### config.mk
export PLATFORM = sky130hd
export DESIGN_NAME = pipe_ctrl
export DESIGN_NICKNAME = d
export VERILOG_FILES = /design/src/rtl/pipe_pkg.sv /design/src/rtl/sat_counter.sv /design/src/rtl/pipe_ctrl.sv
export SDC_FILE = /design/constraint.sdc
export NUM_CORES = 1
export LEC_CHECK = 0
export BUFFER_PORTS_ARGS = -buffer_cell sky130_fd_sc_hd__clkbuf_2
export CAP_MARGIN = 40
export CORE_MARGIN = 4
export CORE_UTILIZATION = 40
export DETAILED_ROUTE_END_ITERATION = 8
export PLACE_DENSITY_LB_ADDON = 0.25
export SYNTH_ARGS = -nofsm -noshare
export SYNTH_HDL_FRONTEND = slang
export SYNTH_SLANG_ARGS = --single-unit
### constraint.sdc
create_clock -name clk -period 2.42 [get_ports clk]
set_clock_uncertainty 0.05 [all_clocks]
set_input_delay 0.484 -clock clk [delete_from_list [all_inputs] [get_ports clk]]
set_output_delay 0.484 -clock clk [all_outputs]
set_load 0.02 [all_outputs]
### src/rtl/pipe_pkg.sv
// pipe_pkg: shared types and defaults for the pipeline stall/flush sequencer
package pipe_pkg;

  typedef enum logic [1:0] {
    RUN      = 2'd0,
    MEM_WAIT = 2'd1,
    HALT     = 2'd2,
    ERR      = 2'd3
  } state_t;

  localparam int MEM_TIMEOUT_DEF = 16;

  typedef struct packed {
    logic pc_en;
    logic if_id_en;
    logic if_id_flush;
    logic id_ex_en;
    logic id_ex_flush;
    logic ex_mem_en;
    logic mem_wb_en;
  } stage_ctrl_t;

  // Controls for a cycle with no memory stall: a branch squashes the
  // wrong-path ID instruction, so it overrides the load-use hazard.
  function automatic stage_ctrl_t run_ctrl(input logic br, input logic hz);
    stage_ctrl_t c;
    c.pc_en       = br | ~hz;
    c.if_id_en    = br | ~hz;
    c.if_id_flush = br;
    c.id_ex_en    = 1'b1;
    c.id_ex_flush = br | hz;
    c.ex_mem_en   = 1'b1;
    c.mem_wb_en   = 1'b1;
    return c;
  endfunction

endpackage

### src/rtl/sat_counter.sv
// sat_counter: increment-enabled counter that sticks at all-ones
module sat_counter #(
  parameter int W = 16
) (
  input  logic         clk,
  input  logic         rst_n,
  input  logic         inc_i,
  output logic [W-1:0] cnt_o
);

  logic [W-1:0] cnt_q;

  // count up on inc_i, holding once the maximum value is reached
  always_ff @(posedge clk or negedge rst_n)
    if (!rst_n) cnt_q <= '0;
    else if (inc_i && cnt_q != '1) cnt_q <= cnt_q + W'(1);

  assign cnt_o = cnt_q;

endmodule

### src/rtl/pipe_ctrl.sv
// pipe_ctrl: merges load-use, branch and data-memory stalls into per-stage enables/flushes
module pipe_ctrl
  import pipe_pkg::*;
#(
  parameter int MEM_TIMEOUT = MEM_TIMEOUT_DEF,
  parameter int CNT_W       = 16
) (
  input  logic             clk,
  input  logic             rst_n,
  input  logic             hdu_stall,
  input  logic             ex_branch_taken,
  input  logic             mem_access,
  input  logic             dmem_ack,
  input  logic             wb_halt,
  output logic             dmem_req,
  output logic             pc_en,
  output logic             if_id_en,
  output logic             if_id_flush,
  output logic             id_ex_en,
  output logic             id_ex_flush,
  output logic             ex_mem_en,
  output logic             mem_wb_en,
  output logic             halted,
  output logic             err,
  output logic [CNT_W-1:0] stall_cnt
);

  state_t      state_q, state_d;
  logic [7:0]  wait_q, wait_d;
  stage_ctrl_t ctl;

  // state and wait-cycle counter registers
  always_ff @(posedge clk or negedge rst_n)
    if (!rst_n) begin
      state_q <= RUN;
      wait_q  <= '0;
    end else begin
      state_q <= state_d;
      wait_q  <= wait_d;
    end

  // next state plus stage controls; everything stays zero while in reset or frozen
  always_comb begin
    state_d  = state_q;
    wait_d   = wait_q;
    ctl      = '0;
    dmem_req = 1'b0;
    if (rst_n) begin
      case (state_q)
        RUN: begin
          dmem_req = mem_access;
          if (mem_access && !dmem_ack) begin
            state_d = MEM_WAIT;
            wait_d  = 8'd1;
          end else begin
            ctl     = run_ctrl(ex_branch_taken, hdu_stall);
            state_d = wb_halt ? HALT : RUN;
          end
        end
        MEM_WAIT: begin
          dmem_req = 1'b1;
          if (dmem_ack) begin
            ctl     = run_ctrl(ex_branch_taken, hdu_stall);
            state_d = RUN;
            wait_d  = '0;
          end else if (wait_q >= 8'(MEM_TIMEOUT)) state_d = ERR;
          else wait_d = wait_q + 8'd1;
        end
        default: ;
      endcase
    end
  end

  assign pc_en       = ctl.pc_en;
  assign if_id_en    = ctl.if_id_en;
  assign if_id_flush = ctl.if_id_flush;
  assign id_ex_en    = ctl.id_ex_en;
  assign id_ex_flush = ctl.id_ex_flush;
  assign ex_mem_en   = ctl.ex_mem_en;
  assign mem_wb_en   = ctl.mem_wb_en;
  assign halted      = state_q == HALT;
  assign err         = state_q == ERR;

  sat_counter #(.W(CNT_W)) u_stall_cnt (
    .clk   (clk),
    .rst_n (rst_n),
    .inc_i ((state_q == RUN || state_q == MEM_WAIT) && !pc_en),
    .cnt_o (stall_cnt)
  );

endmodule
==> results of run 1 <==
==> placed cells by master, fill, tap and decap left out, drive strengths merged <==
cell type	instances
a21oi	5
and2	2
nor2	13
nand3	9
a31oi	1
inv	9
a31o	1
dfrtp	26
o31ai	1
buf	6
or4b	1
o21bai	1
nand4b	2
nor4	3
nor3	4
mux2	1
ha	3
nor2b	3
nand2	10
or3b	1
o22a	2
nand2b	2
and3	4
clkbuf	36
xnor2	15
and4	1
or3	2
o22ai	1
o221ai	1
o21ai	5
nand4	10
==> layout make-up <==
type / instances / area (um2) / area share
Multi-Input combinational cell: 104 / 667 / 0.404
Clock buffer: 4 / 36.3 / 0.0220
Inverter: 9 / 33.8 / 0.0205
Tap cell: 46 / 57.6 / 0.0349
Sequential cell: 26 / 651 / 0.394
Timing Repair Buffer: 38 / 205 / 0.124
==> state kept, by name, indices dropped and copies added, names as in the netlist <==
signal,cells
u_stall_cnt.cnt_o,16
wait_q,8
state_q,2
==> critical path, stage by stage, from the launching register on <==
cell and delay (ns):
sky130_fd_sc_hd__dfrtp_1 0.49, sky130_fd_sc_hd__nor2b_1 0.23, sky130_fd_sc_hd__nand2_1 0.15, sky130_fd_sc_hd__a21oi_1 0.18, sky130_fd_sc_hd__clkbuf_2 0.20
==> routing by layer <==
metal	routed length [um]	track usage
met1	1380	0.179
met2	1370	0.235
met3	134	0.0233
met4	21	0.0633
met5	0	0
==> logic make-up after synthesis <==
family / after synthesis
flops: 26
compound gates: 18
buf+inv: 18
xor+xnor: 15
fa+ha+maj: 3
mux: 1
simple gates: 67
==> power by group <==
part / internal (mW) / leakage, nW / switching [mW]
sequential: 0.487 / 0.344 / 0.0641
clock: 0.0920 / 0.0210 / 0.126
combinational: 0.103 / 0.386 / 0.155
==> per-stage QoR <==
| stage | std cells | cell area (um2) | total power, mW |
|---|---|---|---|
| floorplan | 148 | 1420 | 0.711 |
| global placement | 223 | 1610 | 0.809 |
| CTS | 227 | 1650 | 1.04 |
| detailed placement | 223 | 1610 | 0.822 |
| finish | 227 | 1650 | 1.03 |
| global route | 227 | 1650 | 1.10 |
==> worst max-delay path by stage <==
stage | startpoint | end | slack (ns)
2_1_floorplan | u_stall_cnt.cnt_o[0] | u_stall_cnt.cnt_o[1] | 0.28
3_3_place_gp | u_stall_cnt.cnt_o[0] | u_stall_cnt.cnt_o[1] | 0.50
3_5_place_dp | u_stall_cnt.cnt_o[0] | u_stall_cnt.cnt_o[1] | 0.44
4_1_cts | state_q[1] | pc_en | 0.30
5_1_grt | state_q[1] | pc_en | 0.16
6_report | state_q[1] | pc_en | 0.32
==> flow_results.org, run 1 <==
** Detailed routing
- 1st-pass router iterations :: 4
- DRC marker count from the first detailed-route iteration :: 40
- Drt drc :: 0
- Dividing the detail-routed wire length by the instance count gives 12.8 um.
- Routed via count divided by cell count :: 5.16
- Total wire length after detailed routing :: 2900 um
- Antenna viol nets, final :: 0
- Vias :: 1171

** Layout
- Post-synthesis to final-layout area growth :: 16.3%
- Number of fill cells in the layout :: 329
- Nets :: 192
- 0 antenna diodes ended up in the layout.
- Of the cells placed in the final design, the portion with a size suffix greater than 1 is 0.276.
- At the end of the flow the core is filled with cells to 0.487.

** Synth
- Most frequently used flop master after synthesis :: sky130_fd_sc_hd__dfrtp_1
- Number of synthesized flops with an enable pin :: 0
- The biggest area contributor in the post-synthesis netlist is sky130_fd_sc_hd__dfrtp_1.
- Distinct cell type count of the synthesized netlist :: 35
- Synthesized area per cell :: 9.59 um2
- Synthesis produced 148 cells.
- Of the total synthesized cell area, the portion taken by full adders, half adders and majority gates is 0.0265.
- Synth Area in Compound Gates :: 0.0794
- Cell types with the highest counts after synthesis :: 26 x sky130_fd_sc_hd__dfrtp_1, 15 x sky130_fd_sc_hd__xnor2_1, 13 x sky130_fd_sc_hd__nor2_1
- The share of synthesized area in the top cell type comes to 0.459.
- For this run, the number of Yosys warnings is 0.
- By area, the combinational part of the netlist is dominated by simple AND/OR/NAND/NOR gates.
- For this run, asynchronously set or reset flops after synthesis account for 1.00.
- For this run, the register share of the synthesized area comes to 0.459.
- Counting flops and latches in the post-synthesis netlist gives 26.
- Library cell with the highest instance count after synthesis :: sky130_fd_sc_hd__dfrtp_1
- Ranked by total cell area, the synthesized netlist is headed by sky130_fd_sc_hd__dfrtp_1 46%, sky130_fd_sc_hd__xnor2_1 9.3%, sky130_fd_sc_hd__nand4_1 4.4%.
- Share of synthesized area spent on multiplexers :: 0.00794
- In this run the cell area of the synthesized design comes to 1420 um2.
- When the netlist entered floorplanning its net count stood at 158.
- Of the total synthesized cell area, the portion taken by AND, OR, NAND and NOR gates is 0.264.
- Of the total synthesized cell area, the portion taken by XOR and XNOR cells is 0.0926.

** STA
- Hold timing on the final database bottoms out at a slack of 0.0498 ns.
- The number of pins with negative max-slew slack in the final report came to 0.
- Post-layout minimum cycle time :: 2.10 ns
- Slew headroom :: 0.522
- The final hold violation count was 0.
- Post-layout worst setup margin :: 0.320 ns
- FMAX :: 476 MHz
- Post-Route Setup TNS :: 0 ns
- Setup repair after global routing missed its margin :: no
- For the pin with the worst max-slew slack, the measured transition is 0.711 ns.
- Setup violations remaining at the end of the flow were counted as 0.
- Of the available clock period, the critical path in the final layout requires 0.868.

** Placed design
- The wire-length estimate of the detail-placed layout is 2260 um.
- Prior to clock tree synthesis, the placed netlist has a worst setup slack of 0.443 ns.
- At the end of routability-driven placement, the weighted congestion stood at 0.801.
- Input and output buffers added on the ports amount to 32.

** Clock network
- Sinks on the clock net :: 26
- After clock tree synthesis, the repair step resized 0 gates.
- Clock latency reported for the late side of the worst-skew pair :: 0.32 ns
- Clk root buf :: sky130_fd_sc_hd__clkbuf_4
- TritonCTS clock tree :: built
- Clock-pin slew was measured on the worst setup and hold paths at 0.14 ns.
- Bufs on Longest Clock Path :: 2
- After clock tree synthesis, the flow added hold-fix buffers numbering 0.
- Buffers inserted during clock tree synthesis total 3.
- CTS built an H-tree with a depth of 1.
- # Post-CTS Setup Buffers :: 0

** Setup path
- Reg-to-reg setup timing slack :: 0.42 ns
- The endpoint identified for the worst register-to-register timing path is u_stall_cnt.cnt_o[1].
- Worst setup path class :: flip-flop to output pin
- Depth of the worst register-to-register path :: 5
- In this run the worst path has a maximum fanout of 9.
- Startpoint of the worst register-to-register path :: u_stall_cnt.cnt_o[0]
- Arr. time, crit path :: 1.57 ns
- The worst setup path is launched from a flip-flop.
- Required time of the critical path :: 1.89 ns
- STA classifies the critical path endpoint as an output pin.

** GRT
- The via count of the first global-routing pass came to 1146.
- The first global-routing pass estimated 4940 um of wire.
- Pin count of the biggest net entering global routing :: 20
- The number of antenna violations at the first check in global routing was 0.
- Overflow after GRT :: 0
- Across every metal layer, demand over resource in global routing totals 0.141.

** Die
- Die Span X :: 67.6 um
- The initialized floorplan defines 21 standard-cell rows.
- Placeable Area :: 3390 um2
- The initial utilization of the core area, before any placement, comes to 0.419.
- During I/O placement, the number of pins put on the boundary was 33.
- Die height :: 67.6 um
- The die covers 4560 um2.

** Job
- Across the run, the number of max-cap violations was 0.

** Pwr
- Dividing total power by cell area gives a power density of 623 nW/um2.
- In this run the static leakage power is 0.751 nW.
- IR analysis of the VDD net gives a maximum drop of 440 uV.

** Outcome
- The run finished with clean final reports.

** Min path
- The worst hold path belongs to the class input port to async pin.
(Power assumes the default switching activity.)
==> run 2: changes to the inputs <==
Settings changed: CORE_MARGIN 4 to 2.
==> run 2 against run 1 <==
Compared with the run above:
- final area increased by 0.53%
- register-to-register slack barely moved
- setup slack worse by 0.064 ns
- sequential share of layout area decreased by 0.21 points
- core utilization is 0.64 points higher
- global-route usage is 1.5 points higher
- sequential power about the same
- clock power grew 39%
- cell count is 0.44% lower
- largest cell class unchanged
- largest power group unchanged
==> flow_results.org, run 2 (synthesized netlist as in run 1, its figures left out) <==
** Outcome
- Outcome :: completed

** Clock network
- Clock tree synthesis found a total of 26 sinks.
- CTS clock-pin slew for the worst setup and hold paths :: 0.15 ns
- Hold buffer count at cts :: 0
- Clk root buf :: sky130_fd_sc_hd__clkbuf_4
- Clock latency reported for the late side of the worst-skew pair :: 0.32 ns
- CTS resizes :: 0
- Buffers inserted during clock tree synthesis total 3.
- CTS H-tree lvls :: 1
- TritonCTS built the clock tree.
- Bufs on Longest Clock Path :: 2
- # Post-CTS Setup Buffers :: 0

** Detailed routing
- After the first detailed-routing iteration, the DRC count stood at 52.
- Vias :: 1178
- Total wire length after detailed routing :: 2860 um
- Routed via count divided by cell count :: 5.21
- The count of nets left with antenna violations once routing finished came out at 0.
- In the final routed layout, each cell accounts on average for 12.7 um.
- Drt drc :: 0
- 1st-pass router iterations :: 4

** STA
- Measured against its own limit, the worst slew margin works out to 0.534.
- The final hold violation count is 0.
- Post-layout worst setup margin :: 0.257 ns
- Setup violations remaining at the end of the flow were counted as 0.
- Final worst-path cycle share :: 0.894
- On the final layout, the worst hold slack is 0.101 ns.
- Setup repair after global routing missed its margin :: no
- Post-Route Setup TNS :: 0 ns
- FMAX :: 462 MHz
- Post-layout minimum cycle time :: 2.16 ns
- The number of pins with negative max-slew slack in the final report was 0.
- Slew of the pin with the lowest slew margin :: 0.693 ns

** Die
- The initial utilization of the core area, before any placement, comes to 0.422.
- In this run the horizontal extent of the chip is 63.6 um.
- The die is 63.6 um tall.
- Row generation in the floorplan step produced 21 rows.
- The total area inside the core boundary comes to 3360 um2.
- Die outline area :: 4040 um2
- In this run the count of I/O pins placed on the die edge is 33.

** Placed design
- Number of placed cells counting well taps :: 222
- Port bufs :: 32
- GPL Wtd Cong :: 0.806
- Summed over all nets, the half-perimeter wirelength after detailed placement is 2090 um.
- Pre-CTS setup slack :: 0.427 ns
- In this run the cell area measured after placement is 1610 um2.

** Pwr
- Combinational share of power :: 0.227
- VDD sags by at most 452 uV.
- Switching part of the total power :: 0.316
- The completed layout was analyzed and its total power is 1.11 mW.
- In this run the static leakage power is 0.753 nW.
- Reported net switching power :: 350 uW
- Sequential cell fraction of total power :: 0.500
- Cell internal power was estimated by the tool at 757 uW.
- Power spread over the standard cell area amounts to 667 nW/um2.
- Of the total power, the clock network draws 0.273.

** Layout
- Share of the core filled with cells in the final layout :: 0.493
- For this run, the post-layout net count is 191.
- Commonest non-fill, non-tap cell in the layout :: sky130_fd_sc_hd__clkbuf_2
- Antenna Diode Count :: 0
- Number of flip-flops in the largest register :: 16
- Summing all non-filler instances in the final layout gives an area of 1660 um2.
- Relative to the synthesized area, the layout overhead comes to 16.9%.
- Number of fill cells in the layout :: 336
- The finished layout holds 226 standard cells, fillers aside.
- Share of layout cells above drive strength 1 :: 0.272
- Most frequent cells in the layout :: 32 x sky130_fd_sc_hd__clkbuf_2, 26 x sky130_fd_sc_hd__dfrtp_1, 15 x sky130_fd_sc_hd__xnor2_1, 13 x sky130_fd_sc_hd__nor2_1

** Setup path
- Worst setup path class :: flip-flop to output pin
- In this run the worst path has a maximum fanout of 9.
- For the worst setup path, the data required time is 1.89 ns.
- Reg-to-reg setup timing slack :: 0.42 ns
- The worst setup path is captured at an output pin.
- Arr. time, crit path :: 1.63 ns
- STA classifies the critical path startpoint as a flip-flop.

** Job
- The tool flagged a number of max-cap violations equal to 0.

** GRT
- Summed over all layers, the global routing overflow is 0.
- First-pass GRT wire length :: 5060 um
- Pin count of the biggest net entering global routing :: 30
- The via count of the first global-routing pass is 1145.
- Global-route total usage across every layer :: 0.156
- The number of antenna violations at the first check in global routing was 0.

** Min path
- The tightest min-delay check is of the input port to async pin type.
run 2: cell count changes in the layout (fill, tap and decap cells not counted):
cell,before,now
sky130_fd_sc_hd__bufinv_16,0,1
sky130_fd_sc_hd__clkbuf_8,1,0
sky130_fd_sc_hd__buf_4,6,5
run 2: area by class of cell:
cell class	count	area, um2	area share
Multi-Input combinational cell	104	667	0.402
Sequential cell	26	651	0.392
Timing Repair Buffer	37	198	0.119
Tap cell	46	57.6	0.0347
Inverter	9	33.8	0.0204
Clock inverter	1	30.0	0.0181
Clock buffer	3	22.5	0.0136
run 2: critical path: stages, from the launching register on:
cell	delay [ns]
sky130_fd_sc_hd__dfrtp_1	0.50
sky130_fd_sc_hd__nor2b_1	0.27
sky130_fd_sc_hd__nand2_1	0.15
sky130_fd_sc_hd__a21oi_1	0.19
sky130_fd_sc_hd__clkbuf_2	0.20
run 2: final timing paths:
path,start,end,cells past startpoint
max,state_q[1],if_id_en,4
min,rst_n,u_stall_cnt.cnt_o[5],2
max reg2reg,u_stall_cnt.cnt_o[0],u_stall_cnt.cnt_o[1],5
min reg2reg,u_stall_cnt.cnt_o[15],u_stall_cnt.cnt_o[15],1
max in group asynchronous,rst_n,state_q[1],2
min in group clk,u_stall_cnt.cnt_o[15],u_stall_cnt.cnt_o[15],1
run 2: power groups by stage:
| stage | Combinational [mW] | Sequential (mW) | Clock (mW) |
|---|---|---|---|
| after floorplan | 0.124 | 0.587 | 0 |
| after global placement | 0.251 | 0.555 | 0 |
| after detailed placement | 0.254 | 0.560 | 0 |
| after CTS | 0.255 | 0.552 | 0.308 |
| after global routing | 0.281 | 0.564 | 0.334 |
| final | 0.252 | 0.554 | 0.302 |
run 2: layer usage:
layer,vias up,part of all wire,global-route usage
met5,-,0,0
met1,566,0.51,0.212
li1,585,-,-
met2,25,0.44,0.254
met3,2,0.045,0.0250
met4,0,0.0070,0.0489
==> run 3: changes to the inputs <==
Settings changed: ABC_AREA set to 1.
==> run 3 against run 2 <==
Compared with the run above:
- non-clock buffer count shrank 4
- setup slack gained 0.18 ns
- maximum frequency grew 8.9%
- register-to-register slack gained 0.34 ns
- critical path depth grew 3
- critical endpoint is now id_ex_flush
- synthesized cell count grew 55%
==> flow_results.org, run 3 <==
** Outcome
- The run finished with clean final reports.

** Layout
- The area growth from synthesis to layout is 13.6%.
- Commonest non-fill, non-tap cell in the layout :: sky130_fd_sc_hd__nand2_1
- Nets :: 270
- Leaving out fill and tap cells, the most frequent cells in the layout are 73 x sky130_fd_sc_hd__nand2_1, 32 x sky130_fd_sc_hd__clkbuf_2, 26 x sky130_fd_sc_hd__dfrtp_1, 25 x sky130_fd_sc_hd__inv_1, 21 x sky130_fd_sc_hd__o21ai_0.
- At the end of the flow the core is filled with cells to 0.474.
- 0 antenna diodes ended up in the layout.
- Of the cells placed in the final design, the portion with a size suffix greater than 1 is 0.216.
- Number of fill cells in the layout :: 426
- The register with the most flip-flops in the layout has 16 of them.

** Die
- During I/O placement, the number of pins put on the boundary was 33.
- The core region is 4030 um2.
- Die Span X :: 68.8 um
- The die is 68.8 um tall.
- Die outline area :: 4740 um2
- In this run the core area contains 23 standard-cell rows.
- Initial cell density of the core :: 0.417

** Placed design
- GPL Wtd Cong :: 0.820
- Summed over all nets, the half-perimeter wirelength after detailed placement is 2530 um.
- Port bufs :: 32

** GRT
- Number of global-route vias before repair :: 1329
- Initial antenna violation count :: 0
- Summed over all layers, the global routing overflow is 0.
- The first global-routing pass estimated 5660 um of wire.
- Entering global routing, the biggest net connects 27 pins.
- Global-route total usage across every layer :: 0.156

** Pwr
- The design draws 733 uW.
- Dividing total power by cell area gives a power density of 384 nW/um2.
- Sequential cell fraction of total power :: 0.592
- Internal power comes to 585 uW.
- Switching part of the total power :: 0.202
- Of the total power, the clock network draws 0.380.
- Summed over all nets, the switching power comes to 148 uW.
- Peak supply drop :: 170 uV
- Static leakage :: 1.04 nW
- Combinational share of power :: 0.028

** Synth
- Synthesis instantiated 23 different standard cells from the library.
- Synthesized area per cell :: 7.34 um2
- In this run the cell area of the synthesized design comes to 1680 um2.
- Post-synthesis instance total :: 229
- The most used flip-flop cell after synthesis is sky130_fd_sc_hd__dfrtp_1.
- In this run, synthesis produced a sequential element count of 26.
- In the post-synthesis netlist, the cell with the most instances is sky130_fd_sc_hd__nand2_1.
- Of all cell types, the one taking the most synthesized area is sky130_fd_sc_hd__dfrtp_1.
- Share of async-settable or async-resettable flops after synthesis :: 1.00
- Area share of the leading cell type in the synthesized netlist :: 0.387
- Sequential cell area fraction in the yosys report :: 0.387
- Yosys printed 0 warnings.
- In this run, synthesis inferred 0 flip-flops with an integrated enable.
- The number of nets in the synthesized netlist is 239.
- Cell types with the highest counts after synthesis :: 73 x sky130_fd_sc_hd__nand2_1, 26 x sky130_fd_sc_hd__dfrtp_1, 25 x sky130_fd_sc_hd__inv_1
- Synth area leaders :: sky130_fd_sc_hd__dfrtp_1 39%, sky130_fd_sc_hd__nand2_1 16%, sky130_fd_sc_hd__o21ai_0 6.3%

** Setup path
- The startpoint identified for the worst register-to-register timing path is u_stall_cnt.cnt_o[1].
- Critical Path Fanout Max :: 5
- The setup check on the worst reg-to-reg path leaves a slack of 0.76 ns.
- Required time of the critical path :: 1.89 ns
- The worst setup path is launched from a flip-flop.
- Depth of the worst register-to-register path :: 8
- Critical Path End Type :: output pin
- In this run the critical register-to-register path is captured at u_stall_cnt.cnt_o[3].
- STA puts the critical path data arrival time at 1.45 ns.
- Worst setup path class :: flip-flop to output pin

** Clock network
- CTS clock-pin slew for the worst setup and hold paths :: 0.09 ns
- The clock net in this run drives a total of 26 sinks.
- For the worst-skew pair, the clock arrives at the later sink with an insertion delay of 0.27 ns.
- Bufs on Longest Clock Path :: 2
- Hold buffer count at cts :: 0
- Buffers added to address setup during post-CTS repair amount to 0.
- Number of buffers added by the clock tree synthesis step :: 3
- TritonCTS clock tree :: built
- Clock tree synthesis selected as its root buffer the cell sky130_fd_sc_hd__clkbuf_8.
- Post-CTS repair changed the size of 0 cells.
- CTS H-tree lvls :: 1

** Detailed routing
- Drt drc :: 0
- For this block, the via count after detailed routing is 1470.
- DRC marker count from the first detailed-route iteration :: 119
- In the routed layout, each cell is associated on average with a via count of 4.76.
- The final layout contains routed wiring with a total length of 3350 um.
- 1st-pass router iterations :: 4
- Dividing the detail-routed wire length by the instance count gives 10.9 um.
- Antenna viol nets, final :: 0

** Job
- Max-cap violations in this run came to 0.

** STA
- The final hold violation count was 0.
- Setup repair after global routing missed its margin :: no
- Post-layout minimum cycle time :: 1.99 ns
- Final setup viols :: 0
- Final worst-path cycle share :: 0.820
- Slew of the pin with the lowest slew margin :: 0.330 ns
- After routing, the total negative slack on setup checks comes to 0 ns.
- Slew headroom :: 0.780
- Derived from the worst setup path, the maximum achievable clock frequency is 504 MHz.
- Slew Viols, Final :: 0

** Min path
- In this run the worst hold path is classified as input port to async pin.
==> run 3: changes by cell type after synthesis, moves of 7 or more <==
cell and change:
sky130_fd_sc_hd__nor2_1 +7, sky130_fd_sc_hd__inv_1 +16, sky130_fd_sc_hd__nand2_1 +63, sky130_fd_sc_hd__o21ai_0 +16
sky130_fd_sc_hd__xnor2_1 -13
==> run 3: how the worst max path moves through the flow <==
stage / end / slack, ns / start / cells past startpoint
after global routing: id_ex_flush / 0.34 / state_q[1] / 7
after detailed placement: id_ex_flush / 0.57 / dmem_ack / 7
final: id_ex_flush / 0.43 / state_q[1] / 7
after floorplan: id_ex_flush / 0.65 / dmem_ack / 5
after global placement: id_ex_flush / 0.60 / dmem_ack / 7
after CTS: id_ex_flush / 0.42 / state_q[1] / 7
==> run 3: metal layers <==
| metal | track usage | vias to the layer above | routed length, um |
|---|---|---|---|
| met4 | 0.0368 | 0 | 23 |
| met1 | 0.216 | 672 | 1700 |
| li1 | - | 781 | - |
| met3 | 0.0244 | 2 | 86 |
| met5 | 0 | - | 0 |
| met2 | 0.256 | 15 | 1540 |
==> run 3: cell type report <==
class / count / area, um2 / share of cell area
multi-input combinational: 166 / 860 / 0.450
sequential: 26 / 651 / 0.341
timing repair buffer: 33 / 168 / 0.0879
inverter: 30 / 113 / 0.0590
tap: 50 / 62.6 / 0.0328
clock buffer: 4 / 55.1 / 0.0289
==> run 3: critical path: stages (launching register included) <==
cell	delay, ns
sky130_fd_sc_hd__dfrtp_1	0.43
sky130_fd_sc_hd__inv_2	0.12
sky130_fd_sc_hd__nand2_2	0.08
sky130_fd_sc_hd__inv_2	0.07
sky130_fd_sc_hd__nand2_1	0.06
sky130_fd_sc_hd__inv_1	0.13
sky130_fd_sc_hd__o21a_1	0.14
sky130_fd_sc_hd__clkbuf_2	0.16
==> run 3: power by group through the flow <==
stage | logic [mW] | registers, mW | clock network (mW)
after floorplan | 0.00458 | 0.443 | 0
after global placement | 0.0217 | 0.443 | 0
after detailed placement | 0.0214 | 0.443 | 0
after CTS | 0.0214 | 0.434 | 0.282
after global routing | 0.0248 | 0.434 | 0.311
final | 0.0204 | 0.434 | 0.279
==> run 3: metrics by stage <==
stage          std cells  instance area (um2)  setup slack (ns)  hold WS, ns
2_1_floorplan        229                 1680             0.652        0.138
3_3_place_gp         305                 1850             0.595        0.424
3_5_place_dp         305                 1850             0.573        0.436
4_1_cts              309                 1910             0.424        0.201
5_1_grt              309                 1910             0.336        0.214
6_report             309                 1910             0.435        0.185
==> run 3: cells by family after synthesis <==
kind of cell    after synthesis  synth area share
fa+ha+maj                     3            0.0223
compound gates               31            0.0938
buf+inv                      37             0.101
xor+xnor                      8            0.0417
simple gates                124             0.354
flops                        26             0.387
